### src/rtl/lsu_mem_arbiter.sv
// Arbitrates the LSU data SRAM between the core load/store port and a word-only
// debug/preload port; each access runs IDLE -> ISSUE -> RESP with lane steering.
module lsu_mem_arbiter #(
    parameter int ADDR_W     = 12,
    parameter int STARVE_MAX = 4
) (
    input  logic              clk_i,
    input  logic              rst_i,
    input  logic              core_req_i,
    input  logic              core_we_i,
    input  logic              core_uns_i,
    input  logic [2:0]        core_size_i,
    input  logic [ADDR_W-1:0] core_addr_i,
    input  logic [31:0]       core_wdata_i,
    output logic              core_gnt_o,
    output logic              core_rvalid_o,
    output logic [31:0]       core_rdata_o,
    output logic              core_err_o,
    input  logic              dbg_req_i,
    input  logic              dbg_we_i,
    input  logic [ADDR_W-1:0] dbg_addr_i,
    input  logic [31:0]       dbg_wdata_i,
    output logic              dbg_gnt_o,
    output logic              dbg_rvalid_o,
    output logic [31:0]       dbg_rdata_o,
    output logic              mem_en_o,
    output logic              mem_we_o,
    output logic [ADDR_W-3:0] mem_addr_o,
    output logic [3:0]        mem_be_o,
    output logic [31:0]       mem_wdata_o,
    input  logic [31:0]       mem_rdata_i
);

    localparam int CNT_W = $clog2(STARVE_MAX + 1);
    localparam logic [CNT_W-1:0] CNT_MAX = CNT_W'(STARVE_MAX);

    typedef enum logic [1:0] {IDLE, ISSUE, RESP} state_t;

    state_t             state;
    logic [CNT_W-1:0]   starve_cnt;
    logic               sel_dbg;
    logic               lat_we;
    logic               lat_err;
    logic               lat_uns;
    logic [2:0]         lat_size;
    logic [1:0]         lat_off;

    logic               any_req;
    logic               dbg_win;
    logic               w_we;
    logic               w_uns;
    logic               w_err;
    logic [2:0]         w_size;
    logic [ADDR_W-1:0]  w_addr;
    logic [31:0]        w_wdata;

    function automatic logic size_illegal(input logic [2:0] sz, input logic [1:0] off);
        case (sz)
            3'b001:  return off != 2'b00;
            3'b010:  return off[0];
            3'b100:  return 1'b0;
            default: return 1'b1;
        endcase
    endfunction

    function automatic logic [3:0] lane_be(input logic [2:0] sz, input logic [1:0] off);
        case (sz)
            3'b001:  return 4'b1111;
            3'b010:  return 4'b0011 << {off[1], 1'b0};
            3'b100:  return 4'b0001 << off;
            default: return 4'b0000;
        endcase
    endfunction

    function automatic logic [31:0] lane_wdata(input logic [2:0] sz, input logic [31:0] wd);
        case (sz)
            3'b010:  return {2{wd[15:0]}};
            3'b100:  return {4{wd[7:0]}};
            default: return wd;
        endcase
    endfunction

    function automatic logic [31:0] load_extend(input logic [31:0] word, input logic [2:0] sz,
                                                input logic [1:0] off, input logic uns);
        logic signed [7:0]  b;
        logic signed [15:0] h;
        b = word[8*off +: 8];
        h = off[1] ? word[31:16] : word[15:0];
        case (sz)
            3'b100:  return uns ? {24'b0, b} : 32'($signed(b));
            3'b010:  return uns ? {16'b0, h} : 32'($signed(h));
            default: return word;
        endcase
    endfunction

    function automatic logic [CNT_W-1:0] sat_inc(input logic [CNT_W-1:0] cnt);
        return (cnt == CNT_MAX) ? cnt : cnt + CNT_W'(1);
    endfunction

    assign any_req = core_req_i | dbg_req_i;
    assign dbg_win = dbg_req_i & (~core_req_i | (starve_cnt == CNT_MAX));

    // Debug traffic is forced to an aligned word so it can never fault.
    always_comb begin
        w_we    = core_we_i;
        w_uns   = core_uns_i;
        w_size  = core_size_i;
        w_addr  = core_addr_i;
        w_wdata = core_wdata_i;
        w_err   = size_illegal(core_size_i, core_addr_i[1:0]);
        if (dbg_win) begin
            w_we    = dbg_we_i;
            w_uns   = 1'b0;
            w_size  = 3'b001;
            w_addr  = dbg_addr_i & {{(ADDR_W-2){1'b1}}, 2'b00};
            w_wdata = dbg_wdata_i;
            w_err   = 1'b0;
        end
    end

    always_ff @(posedge clk_i) begin
        if (rst_i) begin
            state         <= IDLE;
            starve_cnt    <= '0;
            sel_dbg       <= 1'b0;
            lat_we        <= 1'b0;
            lat_err       <= 1'b0;
            core_gnt_o    <= 1'b0;
            dbg_gnt_o     <= 1'b0;
            core_rvalid_o <= 1'b0;
            dbg_rvalid_o  <= 1'b0;
            core_err_o    <= 1'b0;
            mem_en_o      <= 1'b0;
            mem_we_o      <= 1'b0;
            mem_addr_o    <= '0;
            mem_be_o      <= '0;
            mem_wdata_o   <= '0;
        end else begin
            core_gnt_o    <= 1'b0;
            dbg_gnt_o     <= 1'b0;
            core_rvalid_o <= 1'b0;
            dbg_rvalid_o  <= 1'b0;
            core_err_o    <= 1'b0;
            mem_en_o      <= 1'b0;
            mem_we_o      <= 1'b0;
            mem_addr_o    <= '0;
            mem_be_o      <= '0;
            mem_wdata_o   <= '0;
            case (state)
                IDLE: begin
                    if (any_req) begin
                        state       <= ISSUE;
                        sel_dbg     <= dbg_win;
                        lat_we      <= w_we;
                        lat_err     <= w_err;
                        core_gnt_o  <= ~dbg_win;
                        dbg_gnt_o   <= dbg_win;
                        mem_en_o    <= ~w_err;
                        mem_we_o    <= w_we & ~w_err;
                        mem_addr_o  <= w_addr[ADDR_W-1:2];
                        mem_be_o    <= w_err ? 4'b0000 : lane_be(w_size, w_addr[1:0]);
                        mem_wdata_o <= lane_wdata(w_size, w_wdata);
                        if (dbg_win)
                            starve_cnt <= '0;
                        else if (dbg_req_i)
                            starve_cnt <= sat_inc(starve_cnt);
                    end
                end
                ISSUE: begin
                    state         <= RESP;
                    core_rvalid_o <= ~sel_dbg;
                    dbg_rvalid_o  <= sel_dbg;
                    core_err_o    <= ~sel_dbg & lat_err;
                end
                RESP: begin
                    state <= IDLE;
                end
                default: begin
                    state <= IDLE;
                end
            endcase
        end
    end

    // Load formatting fields only matter while rvalid is high, so they carry no reset.
    always_ff @(posedge clk_i) begin
        if (state == IDLE && any_req) begin
            lat_uns  <= w_uns;
            lat_size <= w_size;
            lat_off  <= w_addr[1:0];
        end
    end

    // SRAM read data lands in RESP, so load data is steered combinationally from it.
    assign core_rdata_o = (core_rvalid_o && !lat_we && !core_err_o)
                          ? load_extend(mem_rdata_i, lat_size, lat_off, lat_uns) : 32'b0;
    assign dbg_rdata_o  = (dbg_rvalid_o && !lat_we) ? mem_rdata_i : 32'b0;

endmodule

### config.mk
export PLATFORM = sky130hd
export DESIGN_NAME = lsu_mem_arbiter
export DESIGN_NICKNAME = d
export VERILOG_FILES = /design/src/rtl/lsu_mem_arbiter.sv
export SDC_FILE = /design/constraint.sdc
export NUM_CORES = 1
export LEC_CHECK = 0
export ABC_CLOCK_PERIOD_IN_PS = 4900
export BUFFER_PORTS_ARGS = -buffer_cell sky130_fd_sc_hd__buf_2
export CAP_MARGIN = 20
export CELL_PAD_IN_SITES_DETAIL_PLACEMENT = 0
export CELL_PAD_IN_SITES_GLOBAL_PLACEMENT = 1
export CORE_MARGIN = 5
export CORE_UTILIZATION = 30
export CTS_CLUSTER_DIAMETER = 150
export DETAILED_ROUTE_END_ITERATION = 10
export PLACE_DENSITY_LB_ADDON = 0.15
export SYNTH_ARGS = -nofsm -noshare
export SYNTH_HDL_FRONTEND = slang
export SYNTH_SLANG_ARGS = --single-unit
export TNS_END_PERCENT = 50
### constraint.sdc
create_clock -name clk_i -period 4.9 [get_ports clk_i]
set_clock_uncertainty 0.15 [all_clocks]
set_input_delay 0.98 -clock clk_i [delete_from_list [all_inputs] [get_ports clk_i]]
set_output_delay 0.98 -clock clk_i [all_outputs]
set_load 0.01 [all_outputs]
==> results of run 1 <==
## final cells by class
type	instances	area, sq um	share of cell area, %
Tap cell	172	215	4.00
Clock inverter	5	37.5	0.698
Timing Repair Buffer	248	1250	23.3
Clock buffer	11	243	4.52
Sequential cell	67	1400	26.1
Multi-Input combinational cell	342	2200	40.9
Inverter	8	30.0	0.559
## power by group through the flow
stage,logic (W),registers (W),clock network (W)
6_report,0.000326,0.000613,0.000595
5_1_grt,0.000363,0.000618,0.000643
4_1_cts,0.000330,0.000614,0.000610
3_5_place_dp,0.000330,0.000625,0
3_3_place_gp,0.000326,0.000624,0
2_1_floorplan,0.000187,0.000631,0
## final timing paths
check,startpoint,end,cells past startpoint
max,lat_size[1],core_rdata_o[27],5
min,sel_dbg,core_rvalid_o,1
max reg2reg,starve_cnt[0],lat_we,7
min reg2reg,sel_dbg,core_rvalid_o,1
## registers in the layout, indices dropped and copies added, names as in the netlist, 2 cells and up
| signal | flops |
|---|---|
| lat_off | 2 |
| mem_wdata_o | 32 |
| mem_addr_o | 10 |
| mem_be_o | 4 |
| starve_cnt | 3 |
| lat_size | 3 |
| state | 2 |
## layout by cell type (no fill, tap or decap), drive strengths merged, types with 6 or more instances in the layout
cell type / count
a21oi: 36
a221oi: 10
a22oi: 11
a311oi: 17
and2: 40
and3: 17
buf: 248
clkbuf: 11
dfxtp: 61
edfxtp: 6
inv: 9
mux2: 14
mux2i: 17
nand2: 37
nand2b: 7
nand3b: 17
nor2: 64
o22ai: 8
## cells by family (layout without fill, tap and decap cells)
logic type / after synthesis / after routing / share of synthesized area, %
and+or+nand+nor: 203 / 203 / 27.7
AOI/OAI and AO/OA: 102 / 102 / 19.3
DFF: 67 / 67 / 36.6
buffers and inverters: 45 / 272 / 5.92
muxes: 32 / 32 / 9.16
xor gates and xnor gates: 3 / 3 / 0.687
adders and majority gates: 2 / 2 / 0.654
## per-stage QoR
step	power (W)	hold WS (ns)	setup slack [ns]	utilization, %
6_report	0.00153	0.302	1.36	42.8
5_1_grt	0.00162	0.333	1.18	42.8
4_1_cts	0.00155	0.303	1.33	42.8
3_5_place_dp	0.000955	0.289	1.44	40.5
3_3_place_gp	0.000950	0.283	1.45	40.5
2_1_floorplan	0.000818	0.261	1.78	-
## metal layers
layer,wire (um),up-vias,share of wire (%)
met2,6540,146,48
met4,140,0,1.0
met1,5830,1878,43
li1,-,2057,-
met3,1200,12,8.7
met5,0,-,0
## synthesized netlist by cell type (2+ instances only)
cell      instances  area (sq um)
a211oi_1          2          15.0
a21o_1            4          30.0
a21oi_1          34           170
a21oi_2           2          17.5
a221oi_1         10          87.6
a22oi_1          11          82.6
a311oi_1         17           149
a32oi_1           2          17.5
and2_1           40           250
and3_1           17           106
buf_1             2          7.51
buf_2            14          70.1
buf_6             5          56.3
clkbuf_1         14          52.6
clkbuf_2          2          10.0
dfxtp_1          61          1220
edfxtp_1          6           180
ha_1              2          25.0
inv_1             8          30.0
mux2_2           14           158
mux2i_1          17           170
nand2_1          36           135
nand2b_1          7          43.8
nand3_1           3          15.0
nand3b_1         17           128
nor2_1           64           240
nor2b_1           5          31.3
nor3_1            2          10.0
nor3b_1           3          22.5
o21bai_1          2          15.0
o22ai_1           8          50.1
or3b_1            2          17.5
xor2_1            2          17.5
==> metrics.md, run 1 <==
| Metric | Value |
|---|---|
| Status | `completed` |
| Antenna violations before repair | `0` |
| Met2 Track Usage GR | `between 20 and 30%` |
| Setup TNS | `0 ns` |
| Number of port buffers | `~240` |
| Syn nets | `around 600` |
| Worst min-delay path class | `reg -> reg` |
| Unrepaired setup endpoints after global routing | `false` |
| Share of cells above drive strength 1 | `approximately 42%` |
| Worst ir drop on vdd | `~0.00013 V` |
| Worst slew pin tran | `approximately 0.99 ns` |
| Ys async rst share | `0%` |
| First-pass GRT wire length | `roughly 21000 um` |
| Slowest-stage cell, CP | `a21oi_2` |
| Final period util | `72.2%` |
| Drt initial violations | `~230` |
| Root buffer cell | `clkbuf_16` |
| CP max FO | `19` |
| Gate power share | `21.3%` |
| Clock Latency Late Sink | `approximately 0.32 ns` |
| Final setup fails | `0` |
| Met3 usage | `between 4 and 5%` |
| Sw Ratio | `approximately 29%` |
| Worst Setup End Kind | `output port` |
| P&R area growth vs syn | `40.5%` |
| Crit path DAT | `between 2 and 2.5 ns` |
| Pins Over Slew Limit | `0` |
| CTS buffer count | `9` |
| Met1 Usage GRT | `between 20% and 30%` |
| I/O pins | `around 250` |
| TritonRoute pass-1 iters | `4` |
| P_sw | `0.000440 W` |
| Avg Vias per Cell | `about 4.8` |
| Sequential fraction of the synthesis area | `between 30% and 40%` |
| Clock sink count | `67` |
| Post-synth top flop | `dfxtp_1` |
| Hold_buf cts | `0` |
| DRT antenna net count | `0` |
| CP required | `about 3.8 ns` |
| Die height | `123 um` |
| Worst setup SP type | `register` |
| Clock Power Share | `slightly below 40%` |
| Syn Area/Cell | `around 8.4 sq um` |
| Post-synth design cell area | `roughly 3800 sq um` |
| Post-CTS setup buffer count | `0` |
| CP Class | `reg -> out` |
| FP Rows | `41` |
| Placed insts | `between 800 and 900` |
| H-tree depth | `3` |
| FF-to-FF setup slack | `about 2.3 ns` |
| Post_cts resized | `0` |
| Final min period | `~3.5 ns` |
| Post-layout net count | `between 800 and 900` |
| Area of the die | `15100 sq um` |
| WL per Instance | `approximately 16 um` |
| GRT Max-Usage Layer | `met2` |
| CTS tree | `built` |
| Starting Density | `between 30% and 40%` |
| Number of synthesized register bits | `67` |
| Fill count | `1336` |
| Clock Path Buffers | `2` |
| Synth unique cells | `52` |
| Buf/Inv on CP | `1` |
| Count of non-filler cells in the finished layout | `853` |
| Final wirelength | `13700 um` |
| Static Leak | `2.74 nW` |
| Core Footprint | `around 13000 sq um` |
| Placed cell area | `5090 sq um` |
| Internal power | `0.00109 W` |
| CP peak stage delay | `a little over 0.7 ns` |
| Largest net degree at the start of global routing | `46` |
| Seq pwr share | `about two fifths` |
| Ys Warns | `0` |
| Clock-pin slew on the worst setup and hold paths | `around 0.06 ns` |
| Max-cap violation count | `0` |
| FMAX | `about 0.28 GHz` |
| DR DRC count | `0` |
| Hold Fails Final Rpt | `0` |
| Number of global-route vias before repair | `between 4000 and 5000` |
| Post-synth EDFFs | `6` |
| Top delay family on crit path | `compound AO/OA/AOI/OAI gates` |
| Gate Count Post-Synth | `454` |
| CP cell instances | `nand2b_1 -> a21oi_2 -> a21o_2 -> nor2_1 -> buf_2` |
| Slew margin rel. | `between 30% and 40%` |
| GRT overflow | `0` |
| Diodes inserted | `0` |
| HPWL after DPL | `around 11000 um` |
| Die Wd | `between 100 and 150 um` |
| Vias | `between 4000 and 5000` |
| Placer congestion estimate | `0.766` |
| Total track usage | `~18%` |
| PwrDens | `approximately 290 nW/um^2` |
| Final instance area | `approximately 5400 sq um` |
Power figures use the tool's default switching activity.
==> inputs of run 2 (changes only) <==
--- a/config.mk
+++ b/config.mk
@@ -5,13 +5,14 @@
 export SDC_FILE = /design/constraint.sdc
 export NUM_CORES = 1
 export LEC_CHECK = 0
-export ABC_CLOCK_PERIOD_IN_PS = 4900
+export ABC_AREA = 1
+export ABC_CLOCK_PERIOD_IN_PS = 3000
 export BUFFER_PORTS_ARGS = -buffer_cell sky130_fd_sc_hd__buf_2
 export CAP_MARGIN = 20
 export CELL_PAD_IN_SITES_DETAIL_PLACEMENT = 0
 export CELL_PAD_IN_SITES_GLOBAL_PLACEMENT = 1
 export CORE_MARGIN = 5
-export CORE_UTILIZATION = 30
+export CORE_UTILIZATION = 25
 export CTS_CLUSTER_DIAMETER = 150
 export DETAILED_ROUTE_END_ITERATION = 10
 export PLACE_DENSITY_LB_ADDON = 0.15
==> constraint.sdc (replaced) <==
create_clock -name clk_i -period 3 [get_ports clk_i]
set_clock_uncertainty 0.15 [all_clocks]
set_input_delay 0.6 -clock clk_i [delete_from_list [all_inputs] [get_ports clk_i]]
set_output_delay 0.6 -clock clk_i [all_outputs]
set_load 0.01 [all_outputs]
==> run 2 against run 1 <==
Non-clock buffer count rose by 5; highest routed layer is now met5; largest cell class unchanged; critical path depth rose by 2; clock-buffer cell count fell by 2; first-iteration DRC count fell by 20%; register-to-register slack got worse by 1.6 ns; via count rose by 13%; worst setup slack got worse by 1.1 ns.
==> metrics.md, run 2 <==
| Metric | Value |
|---|---|
| HPWL after DPL | `12000 um (+12%)` |
| Pins Over Slew Limit | `0 (unchanged)` |
| Antenna violations before repair | `1 (+1)` |
| Unrepaired setup endpoints after global routing | `false` |
| Buf/Inv on CP | `2 (+1)` |
| Slew margin rel. | `58.7% (+25 points)` |
| Largest regs | `mem_wdata_o: 32 flops, mem_addr_o: 10 flops, mem_be_o: 4 flops` |
| Sequential fraction of the synthesis area | `34.7% (-1.9 points)` |
| CP cell instances | `nor2_1 -> nand2_1 -> nand2_1 -> inv_1 -> a21oi_1 -> a21oi_1 -> buf_2` |
| Gate Count Post-Synth | `654 (+44%)` |
| FF-to-FF setup slack | `0.69 ns (-1.63 ns)` |
| Number of port buffers | `244 (unchanged)` |
| Static Leak | `3.46 nW (+26%)` |
| Clock Power Share | `40.3% (+1.6 points)` |
| Ys async rst share | `0% (unchanged)` |
| Largest register FFs | `32 (unchanged)` |
| Total power | `0.00264 W (+72%)` |
| Number of synthesized register bits | `67 (unchanged)` |
| Die Wd | `137 um (+11%)` |
| P&R area growth vs syn | `41.9%` |
| Crit path DAT | `2.02 ns (-0.39 ns)` |
| Commonest non-fill, non-tap cell in the layout | `buf_2` |
| GRT overflow | `0 (unchanged)` |
| Vias | `4626 (+13%)` |
| Slowest-stage cell, CP | `edfxtp_1` |
| Status | `completed` |
| Area of the die | `18800 sq um (+24%)` |
| CTS buffer count | `9 (unchanged)` |
| Final period util | `92.2%` |
| First-pass GRT wire length | `23000 um (+11%)` |
| Seq pwr share | `37.4% (-2.6 points)` |
| CP max FO | `12 (-7)` |
| Syn nets | `786 (+34%)` |
| Max-cap violation count | `0 (unchanged)` |
| PwrDens | `461 nW/um^2 (+61%)` |
| Met3 usage | `5.66% (+0.81 points)` |
| Post-synth design cell area | `4040 sq um (+5.5%)` |
| DR DRC count | `0 (unchanged)` |
| Hold path depth | `1 (unchanged)` |
| DRT antenna net count | `0 (unchanged)` |
| Worst ir drop on vdd | `0.000249 V (+86%)` |
| Ys Warns | `0 (unchanged)` |
| Final wirelength | `15000 um (+9.3%)` |
| R2r worst-path depth | `12 (+5)` |
| FMAX | `about 0.36 GHz` |
| H-tree depth | `3 (unchanged)` |
| Clock-pin slew on the worst setup and hold paths | `0.06 ns (about the same)` |
| Total track usage | `15.5% (-2.0 points)` |
| Post-layout net count | `1021 (+26%)` |
| Most frequent cells in the layout | `buf_2, nand2_1, nor2_1, inv_1, dfxtp_1` |
| Post-synth EDFFs | `6 (unchanged)` |
| CP peak stage delay | `0.38 ns (-0.34 ns)` |
| Clock Latency Late Sink | `0.33 ns (about the same)` |
| Core Footprint | `15900 sq um (+26%)` |
| Top cell type's share of synthesized area | `30.3% (-1.7 points)` |
| Met2 Track Usage GR | `26.1% (-3.3 points)` |
| Worst path depth | `7 (+2)` |
| Worst Setup End Kind | `output port` |
| Ranking of synthesized cells by area | `dfxtp_1, nand2_1, nor2_1` |
| Diodes inserted | `0 (unchanged)` |
| Setup TNS | `0 ns (unchanged)` |
| Syn Area/Cell | `6.17 sq um (-27%)` |
| Gate power share | `22.4% (+1.1 points)` |
| Worst min-delay path class | `reg -> reg` |
| Hold_buf cts | `0 (unchanged)` |
| Clock sink count | `67 (unchanged)` |
| I/O pins | `247 (unchanged)` |
| Post-synth top flop | `dfxtp_1` |
| WL per Instance | `13.5 um (-16%)` |
| CTS tree | `built` |
| Synth unique cells | `32 (-38%)` |
| Worst setup SP type | `register` |
| Final setup fails | `0 (unchanged)` |
| Hold Fails Final Rpt | `0 (unchanged)` |
| Sw Ratio | `30.4% (+1.7 points)` |
| Largest net degree at the start of global routing | `33 (-28%)` |
| Top delay family on crit path | `simple AND/OR/NAND/NOR gates` |
| Synth cell count leaders | `nand2_1, nor2_1, inv_1` |
| Most frequent cell after synthesis | `nand2_1` |
| FP Rows | `46 (+12%)` |
| P_sw | `0.000802 W (+82%)` |
| Most area-hungry cell type in the Yosys netlist | `dfxtp_1` |
| Internal power | `0.00184 W (+68%)` |
| Starting Density | `25.4% (-5.0 points)` |
| Avg Vias per Cell | `4.17 (-13%)` |
| CP required | `2.25 ns (-1.52 ns)` |
| Number of global-route vias before repair | `4441 (+11%)` |
| Met1 Usage GRT | `18.8% (-3.5 points)` |
| Worst slew pin tran | `0.616 ns (-0.373 ns)` |
| Root buffer cell | `clkbuf_16` |
| Die height | `137 um (+11%)` |
| Placer congestion estimate | `0.780 (+1.9%)` |
| Clock Path Buffers | `2 (unchanged)` |
| Reg with most FFs | `mem_wdata_o` |
| Share of cells above drive strength 1 | `33.9% (-8.5 points)` |
| GRT Max-Usage Layer | `met2` |
| Final min period | `between 2 and 3 ns` |
| CP Class | `reg -> out` |
| TritonRoute pass-1 iters | `4 (unchanged)` |
| Drt initial violations | `184 (-20%)` |
==> run 2: changes by cell type in the layout (fill, tap and decap cells not counted), sizes merged, moves of 17 or more <==
cell	previous run	this run
nand2	37	165
nor2	64	163
inv	9	103
and2	40	0
nand3	3	43
o21ai	1	39
a21oi	36	18
a311oi	17	0
and3	17	0
mux2i	17	0
nand3b	17	0
==> run 2: final timing paths <==
path	startpoint	end
worst max-delay path	lat_size[2]	core_rdata_o[2]
worst min-delay path	sel_dbg	core_rvalid_o
worst max register to register	starve_cnt[0]	mem_wdata_o[10]
worst min register to register	sel_dbg	core_rvalid_o
==> run 2: area by class of cell <==
class                           instances  area (sq um)
Timing Repair Buffer                  253          1290
Clock inverter                          7          75.1
Inverter                              101           379
Tap cell                              216           270
Sequential cell                        67          1400
Fill cell                            1817         10200
Clock buffer                            9           225
Multi-Input combinational cell        457          2090
==> run 2: stage by stage <==
step           hold slack [ns]  cell area (sq um)  util, %  instances  worst slack, ns
6_report                 0.260               5730     36.1       1110            0.234
5_1_grt                  0.286               5730     36.1       1110           0.0106
3_5_place_dp             0.252               5420     34.1       1094            0.324
3_3_place_gp             0.256               5420     34.1       1094            0.335
4_1_cts                  0.260               5720     36.0       1110            0.136
2_1_floorplan            0.242               4040        -        654            0.834
==> run 2: cells by family after synthesis <==
kind of cell / Yosys count / share of synthesized area, %
compound gates: 75 / 10.8
xor+xnor: 1 / 0.217
fa+ha+maj: 2 / 0.620
buf+inv: 130 / 13.7
flops: 67 / 34.7
simple gates: 379 / 40.0
==> run 2: power groups by stage <==
stage          registers (W)  clock network, W  logic, W
2_1_floorplan        0.00103                 0  0.000336
3_3_place_gp         0.00101                 0  0.000601
3_5_place_dp         0.00101                 0  0.000599
4_1_cts             0.000987           0.00110  0.000601
5_1_grt             0.000993           0.00114  0.000670
6_report            0.000986           0.00106  0.000590
==> run 2: what timing repair did <==
item / 4_1_cts / 5_1_grt
buffers inserted: 0 / 0
hold endpoints to repair: 0 / 0
gates resized for setup: 0 / 1
setup endpoints to repair: 0 / 5
==> run 2: metal layers <==
layer | vias up | part of all wire (%) | wire, um
met2 | 146 | 47 | 7100
met5 | - | 0.13 | 20
met4 | 2 | 1.0 | 153
li1 | 2470 | - | -
met1 | 1993 | 43 | 6380
met3 | 15 | 8.9 | 1340
==> inputs of run 3 (changes only) <==
--- a/config.mk
+++ b/config.mk
@@ -15,7 +15,7 @@
 export CORE_UTILIZATION = 25
 export CTS_CLUSTER_DIAMETER = 150
 export DETAILED_ROUTE_END_ITERATION = 10
-export PLACE_DENSITY_LB_ADDON = 0.15
+export PLACE_DENSITY = 0.8
 export SYNTH_ARGS = -nofsm -noshare
 export SYNTH_HDL_FRONTEND = slang
 export SYNTH_SLANG_ARGS = --single-unit
==> run 3 against run 2 <==
Clock power grew 4%; register-to-register slack got worse by 0.06 ns; combinational power hardly changed; total power grew 1.4%; via count grew 1.7%; sequential share of layout area barely moved; clock-buffer cell count rose by 2.
==> metrics.md, run 3 (same netlist as run 2, synthesis figures left out) <==
| Metric | Value |
|---|---|
| Max-cap violation count | `0 (unchanged)` |
| Die Wd | `137 um (unchanged)` |
| Static Leak | `3.45 nW (-0.18%)` |
| Worst min-delay path class | `reg -> reg` |
| Pins Over Slew Limit | `0 (unchanged)` |
| Hold path depth | `1 (unchanged)` |
| Setup TNS | `0 ns (unchanged)` |
| FMAX | `0.359 GHz (-0.65%)` |
| Post_cts resized | `0 (unchanged)` |
| Total power | `0.00268 W (+1.4%)` |
| HPWL after DPL | `11900 um (-0.23%)` |
| CTS tree | `built` |
| Die height | `137 um (unchanged)` |
| CP Class | `reg -> out` |
| CP cell instances | `nor2_1 -> nand2_1 -> nand2_1 -> buf_4 -> o21ai_1 -> a21oi_1 -> nor2_1 -> buf_2` |
| R2r worst-path depth | `12 (unchanged)` |
| P&R area growth vs syn | `42.1%` |
| Clock Path Buffers | `2 (unchanged)` |
| Largest net degree at the start of global routing | `34 (+3.0%)` |
| DRT antenna net count | `0 (unchanged)` |
| PwrDens | `467 nW/um^2 (+1.3%)` |
| Worst Setup End Kind | `output port` |
| Avg Vias per Cell | `4.24 (+1.7%)` |
| Worst slew pin tran | `0.455 ns (-0.161 ns)` |
| Largest register FFs | `32 (unchanged)` |
| CP required | `2.25 ns (about the same)` |
| Final setup fails | `0 (unchanged)` |
| Post-CTS setup buffer count | `0 (unchanged)` |
| Share of cells above drive strength 1 | `33.8% (-0.11 points)` |
| Number of global-route vias before repair | `4504 (+1.4%)` |
| Status | `completed` |
| Slew margin rel. | `69.5% (+11 points)` |
| FP Rows | `46 (unchanged)` |
| Drt initial violations | `211 (+15%)` |
| Starting Density | `25.4% (unchanged)` |
| Reg with most FFs | `mem_wdata_o` |
| Clock Latency Late Sink | `0.33 ns (about the same)` |
| Final min period | `2.78 ns (+0.0182 ns)` |
| Hold_buf cts | `0 (unchanged)` |
| Most frequent cells in the layout | `buf_2, nand2_1, nor2_1, inv_1, dfxtp_1` |
| Core Footprint | `15900 sq um (unchanged)` |
| Final wirelength | `14700 um (-1.6%)` |
| WHS | `0.270 ns (+0.0107 ns)` |
| CP max FO | `17 (+5)` |
| Largest regs | `mem_wdata_o: 32 flops, mem_addr_o: 10 flops, mem_be_o: 4 flops` |
| TritonRoute pass-1 iters | `4 (unchanged)` |
| GRT overflow | `0 (unchanged)` |
| Placer congestion estimate | `0.780 (about the same)` |
| Worst ir drop on vdd | `0.000255 V (+2.2%)` |
| CP peak stage delay | `0.38 ns (about the same)` |
| Unrepaired setup endpoints after global routing | `false` |
| Antenna violations before repair | `2 (+1)` |
| Slowest-stage cell, CP | `edfxtp_1` |
| Final core occ | `36.1% (+0.047 points)` |
| Post-layout net count | `1021 (unchanged)` |
| Total track usage | `15.3% (-0.26 points)` |
| Number of port buffers | `244 (unchanged)` |
| First-pass GRT wire length | `22300 um (-2.9%)` |
| H-tree depth | `3 (unchanged)` |
| Hold Fails Final Rpt | `0 (unchanged)` |
| Vias | `4706 (+1.7%)` |
| Diodes inserted | `0 (unchanged)` |
| Crit path DAT | `2.03 ns (about the same)` |
| I/O pins | `247 (unchanged)` |
| Final period util | `92.8% (+0.61 points)` |
| DR DRC count | `0 (unchanged)` |
| Root buffer cell | `clkbuf_16` |
| Clock-pin slew on the worst setup and hold paths | `0.06 ns (about the same)` |
| WL per Instance | `13.3 um (-1.6%)` |
| Area of the die | `18800 sq um (unchanged)` |
| Clock sink count | `67 (unchanged)` |
| CTS buffer count | `9 (unchanged)` |
| Worst setup SP type | `register` |
| Commonest non-fill, non-tap cell in the layout | `buf_2` |
## run 3: changes by cell type in the layout (fill, tap and decap cells not counted), sizes merged
cell      previous run  this run
clkbuf               9        11
inv                103       102
clkinvlp             0         2
clkinv               4         1
## run 3: metrics by stage
| stage | cells | instance area [sq um] | setup WS (ns) |
|---|---|---|---|
| 6_report | 1110 | 5730 | 0.215 |
| 5_1_grt | 1110 | 5730 | 0.0342 |
| 4_1_cts | 1110 | 5730 | 0.180 |
| 3_5_place_dp | 1094 | 5420 | 0.382 |
| 3_3_place_gp | 1094 | 5420 | 0.417 |
| 2_1_floorplan | 654 | 4040 | 0.834 |
## run 3: metal layers
metal | GRT usage, % | up-vias | wire (um)
met3 | 6.03 | 17 | 1430
met1 | 16.4 | 2053 | 5750
li1 | - | 2468 | -
met4 | 3.55 | 4 | 155
met5 | 0 | - | 25
met2 | 27.9 | 164 | 7390
## run 3: path summary, 6_finish.rpt
path	start	endpoint	slack (ns)
worst min-delay path	sel_dbg	core_rvalid_o	0.27
worst min register to register	sel_dbg	core_rvalid_o	0.27
worst max-delay path	lat_size[2]	core_rdata_o[7]	0.22
worst max register to register	starve_cnt[0]	mem_wdata_o[10]	0.63
## run 3: final cells by class
type / count / area [sq um]
well taps: 216 / 270
flip-flops and latches: 67 / 1400
clock buffers: 11 / 254
fillers: 1798 / 10200
repair buffers: 253 / 1290
inverters: 101 / 379
multi-input cells: 457 / 2080
clock inverters: 5 / 58.8
## run 3: worst max-delay path, delay by kind of cell (launching register included)
family / cells / cell delay [ns]
buf+inv: 2 / 0.43
simple gates: 4 / 0.64
flops: 1 / 0.38
compound gates: 2 / 0.25
## run 3: where the power goes
part	switching [W]	internal (W)
clock network	0.000405	0.000695
logic	0.000367	0.000222
registers	0.0000206	0.000966
